**config.mk**
```make
export PLATFORM = sky130hd
export DESIGN_NAME = demux_5ch_10bit_buf
export DESIGN_NICKNAME = d
export VERILOG_FILES = /design/src/rtl/demux_5ch_10bit_buf.sv
export SDC_FILE = /design/constraint.sdc
export NUM_CORES = 1
export LEC_CHECK = 0
export ABC_AREA = 1
export CORE_UTILIZATION = 46
export DETAILED_ROUTE_END_ITERATION = 16
export GPL_TIMING_DRIVEN = 0
export MAX_ROUTING_LAYER = met4
export PLACE_DENSITY = 0.78
export SYNTH_ARGS = -nofsm -noshare
export SYNTH_HDL_FRONTEND = slang
export SYNTH_SLANG_ARGS = --single-unit
```
**constraint.sdc**
```tcl
create_clock -name clk -period 2.3 [get_ports clk]
set_clock_uncertainty 0.1 [all_clocks]
set_input_delay 0.69 -clock clk [delete_from_list [all_inputs] [get_ports clk]]
set_output_delay 0.69 -clock clk [all_outputs]
set_load 0.02 [all_outputs]
```
**src/rtl/demux_5ch_10bit_buf.sv**
```systemverilog
// demux_5ch_10bit_buf
// Steers one word stream to one of five buffered output channels (a..e).
// Each channel has a one-entry holding register with a valid/ready handshake,
// so each sink can stall on its own.
// A word whose select is 5..7 is accepted, dropped, and flagged on err_sel
// for one cycle.
// Optional feature: define DEMUX_DROP_CNT_EN to add a saturating drop_cnt
// output that counts the dropped words.
module demux_5ch_10bit_buf #(
    parameter int word_size = 10,
    parameter int cnt_size  = 8
) (
    input  logic                 clk,
    input  logic                 rst_n,
    input  logic [word_size-1:0] data_in,
    input  logic [2:0]           sel,
    input  logic                 in_valid,
    output logic                 in_ready,
    output logic [word_size-1:0] data_a,
    output logic [word_size-1:0] data_b,
    output logic [word_size-1:0] data_c,
    output logic [word_size-1:0] data_d,
    output logic [word_size-1:0] data_e,
    output logic [4:0]           out_valid,
    input  logic [4:0]           out_ready,
    output logic                 err_sel
`ifdef DEMUX_DROP_CNT_EN
    ,
    output logic [cnt_size-1:0]  drop_cnt
`endif
);

    localparam int num_ch = 5;

    logic [word_size-1:0] data_bus [num_ch];
    logic [num_ch-1:0]    valid_bus;
    logic [num_ch-1:0]    chan_free;
    logic [num_ch-1:0]    load_sel;
    logic                 sel_ok;
    logic                 in_fire;
    logic                 err_sel_reg;

    // Select codes 5..7 do not address any channel.
    assign sel_ok  = (sel < 3'd5);
    assign in_fire = in_valid & in_ready;

    // in_ready follows the addressed channel only. It never looks at
    // in_valid, so a sink can never form a loop through the handshake.
    always_comb begin
        in_ready = 1'b1;
        case (sel)
            3'd0:    in_ready = chan_free[0];
            3'd1:    in_ready = chan_free[1];
            3'd2:    in_ready = chan_free[2];
            3'd3:    in_ready = chan_free[3];
            3'd4:    in_ready = chan_free[4];
            default: in_ready = 1'b1;
        endcase
    end

    for (genvar gi = 0; gi < num_ch; gi++) begin : g_ch
        logic                 ch_valid_reg;
        logic [word_size-1:0] ch_data_reg;

        // A channel can take a word when it is empty, or when it drains in
        // the same cycle. The second case gives full-rate back-to-back hand-off.
        assign chan_free[gi] = ~ch_valid_reg | out_ready[gi];
        assign load_sel[gi]  = in_fire & (sel == 3'(gi));

        // Holding register: a load takes priority over a drain. After a drain
        // the data stays put, so consumers must qualify data with out_valid.
        always_ff @(posedge clk or negedge rst_n) begin
            if (!rst_n) begin
                ch_valid_reg <= 1'b0;
                ch_data_reg  <= '0;
            end else if (load_sel[gi]) begin
                ch_valid_reg <= 1'b1;
                ch_data_reg  <= data_in;
            end else if (ch_valid_reg && out_ready[gi]) begin
                ch_valid_reg <= 1'b0;
            end
        end

        assign valid_bus[gi] = ch_valid_reg;
        assign data_bus[gi]  = ch_data_reg;
    end

    assign out_valid = valid_bus;
    assign data_a    = data_bus[0];
    assign data_b    = data_bus[1];
    assign data_c    = data_bus[2];
    assign data_d    = data_bus[3];
    assign data_e    = data_bus[4];

    // One pulse per dropped word. Back-to-back drops give back-to-back pulses.
    always_ff @(posedge clk or negedge rst_n) begin
        if (!rst_n) begin
            err_sel_reg <= 1'b0;
        end else begin
            err_sel_reg <= in_fire & ~sel_ok;
        end
    end

    assign err_sel = err_sel_reg;

`ifdef DEMUX_DROP_CNT_EN
    logic [cnt_size-1:0] drop_cnt_reg;

    // Counts dropped words and saturates at all-ones rather than wrapping.
    always_ff @(posedge clk or negedge rst_n) begin
        if (!rst_n) begin
            drop_cnt_reg <= '0;
        end else if (in_fire && !sel_ok && !(&drop_cnt_reg)) begin
            drop_cnt_reg <= drop_cnt_reg + 1'b1;
        end
    end

    assign drop_cnt = drop_cnt_reg;
`endif

endmodule

```
==> impl_metrics.env <==
export IMPL_final_common_cell="nand2_1"
export IMPL_arrival_ns=1.51
export IMPL_grt_busiest_layer="met2"
export IMPL_remaining_drc_errors=0
export IMPL_wl_per_cell_um=15.96
export IMPL_multi_input_area_um2=930.9
export IMPL_r2r_start="g_ch[3].ch_valid_reg"
export IMPL_cts_buffers=5
export IMPL_cp_max_fo=3
export IMPL_ant_nets=0
export IMPL_post_route_period_util_pct=100.2
export IMPL_syn_area_per_cell_um2=8.923
export IMPL_drive_gt1_share_pct=16.09
export IMPL_cellPowerDensity_nw_per_um2=846.6
export IMPL_violations="negative setup slack"
export IMPL_worstSetupStartpointType="input port"
export IMPL_synthesis_nets=302
export IMPL_die_y_um=75.83
export IMPL_core_area_um2=5172
export IMPL_use_met3_pct=4.630
export IMPL_drt_first_pass_iters=4
export IMPL_antenna_found_initial=0
export IMPL_cts_tree="built"
export IMPL_p_total_mw=3.015
export IMPL_num_io_pins=78
export IMPL_period_needed_ns=2.304
export IMPL_seq_area_um2=1401
export IMPL_worstSetupEndpointType="output pin"
export IMPL_max_cap_violations=0
export IMPL_row_count=26
export IMPL_finalSetupViolations=1
export IMPL_first_iter_violations=178
export IMPL_netlist_top_cells_area="dfrtp_1, nand2_1, nand4_1, buf_6, inv_1"
export IMPL_die_w_um=75.83
export IMPL_holdBufCountCts=0
export IMPL_synth_top_area_share_pct=55.89
export IMPL_wl_um=7069
export IMPL_ys_ff_latch=56
export IMPL_synth_largest_area_cell="dfrtp_1"
export IMPL_use_met2_pct=40.61
export IMPL_clk_latency_ns=0.30
export IMPL_syn_inst=281
export IMPL_peakVddDrop_mv=0.4646
export IMPL_fin_area_um2=3561
export IMPL_grt_pass1_vias=2222
export IMPL_num_antenna_cells=0
export IMPL_required_ns=1.51
export IMPL_port_buffers=77
export IMPL_nNetsFinal=393
export IMPL_fillCellCount=390
export IMPL_grtUsageMet1_pct=34.79
export IMPL_setup_ws_ns=-0.003552
export IMPL_root_buffer="clkbuf_8"
export IMPL_grt_pass1_wl_um=10750
export IMPL_yosysWarnings=0
export IMPL_postPlaceCellArea_um2=3381
export IMPL_mostFrequentLayoutCells="nand2_1, clkdlybuf4s50_1, dfrtp_1, nand4_1, buf_4"
export IMPL_final_hold_violation_count=0
export IMPL_gp_congestion=0.8186
export IMPL_clk_path_buf_depth=2
export IMPL_syn_area_um2=2507
export IMPL_area_growth_pct=42.02
export IMPL_rr_worst_depth=10
export IMPL_path_class="in2out"
export IMPL_grt_ovfl_total=0
export IMPL_grt_setup_unrepaired="yes"
export IMPL_p_leak_nw=1.765
export IMPL_maxSlewHeadroom_pct=63.50
export IMPL_grt_max_degree=34
export IMPL_vias=2337
export IMPL_grtUsageTotal_pct=26.61
export IMPL_tightestPinTransition_ns=0.5475
export IMPL_hold_ws_ns=0.2570
export IMPL_initial_utilization_pct=48.48
export IMPL_cts_reportedPaths_clkPinSlew_ns=0.09
export IMPL_die_area_um2=5750
export IMPL_fmax_mhz=434.1
export IMPL_synth_cell_types=18
export IMPL_clkSinkCount=56
export IMPL_htreeDepth=2
export IMPL_yosysSeqAreaShare_pct=55.89
export IMPL_r2r_end="data_a[9]"
export IMPL_via_per_inst=5.275
export IMPL_setup_tns_ns=-0.003552
export IMPL_status="finished, violations left"
export IMPL_worstHoldPathType="in2async"
export IMPL_hpwl_um=4757
export IMPL_r2r_slack_ns=0.44
export IMPL_timing_final_max_slew_violations=0
## how the worst max path moves through the flow
stage | start | cells past startpoint | end | slack (ns)
2_1_floorplan | sel[0] | 8 | in_ready | 0.02
3_3_place_gp | rst_n | 1 | data_c[5] | -1.20
3_5_place_dp | sel[0] | 10 | in_ready | -1.16
4_1_cts | sel[1] | 9 | in_ready | -0.01
5_1_grt | sel[0] | 8 | in_ready | -0.04
6_report | sel[0] | 8 | in_ready | -0.004
## layout make-up
cell class                      count  area share (%)
Buffer                             24           4.427
Clock buffer                        8           2.530
Inverter                           14           1.546
Multi-Input combinational cell    185           26.14
Sequential cell                    56           39.35
Tap cell                           70           2.460
Timing Repair Buffer               86           23.54
## cells by family after synthesis
kind of cell | share of synthesized area [%]
AOI/OAI and AO/OA | 0.6485
DFF | 55.89
and+or+nand+nor | 34.18
buffers and inverters | 9.282
## routing by layer
layer,vias up,routed length [um]
met3,24,580
met4,0,216
met2,107,3333
met5,-,0
met1,1096,2939
li1,1110,-
## timing repair
item,4_1_cts,5_1_grt
gates resized for setup,53,8
endpoints found under the setup margin,1,1
pin swaps,13,5
buffers inserted,7,1
## cells in the mapped netlist, drive strengths merged
cell	count
a31oi	1
buf	16
clkbuf	10
dfrtp	56
inv	14
nand2	112
nand3	9
nand4	50
nor2	11
o21ai	2
## power by group
group / total, mW / switching, mW / leakage [nW] / internal (mW)
Clock: 0.551 / 0.305 / 0.0455 / 0.247
Sequential: 1.33 / 0.133 / 0.714 / 1.20
Combinational: 1.13 / 0.608 / 1.01 / 0.524
Total: 3.01 / 1.05 / 1.77 / 1.97
## metrics by stage
step | std cells | worst slack, ns | util, %
finish | 443 | -0.003552 | 68.84
CTS | 443 | -0.01189 | 68.53
global route | 443 | -0.03878 | 68.84
detailed placement | 429 | -1.163 | 65.36
floorplan | 281 | 0.02470 | -
global placement | 428 | -1.200 | 65.07
## critical path: stages
cell and delay (ns):
buf_8 0.10, nor2_4 0.13, inv_2 0.06, nand2_2 0.07, nand2_2 0.07, nor2_2 0.13
nand2_2 0.11, buf_6 0.15
No activity file was read; power rests on OpenSTA's default activity.
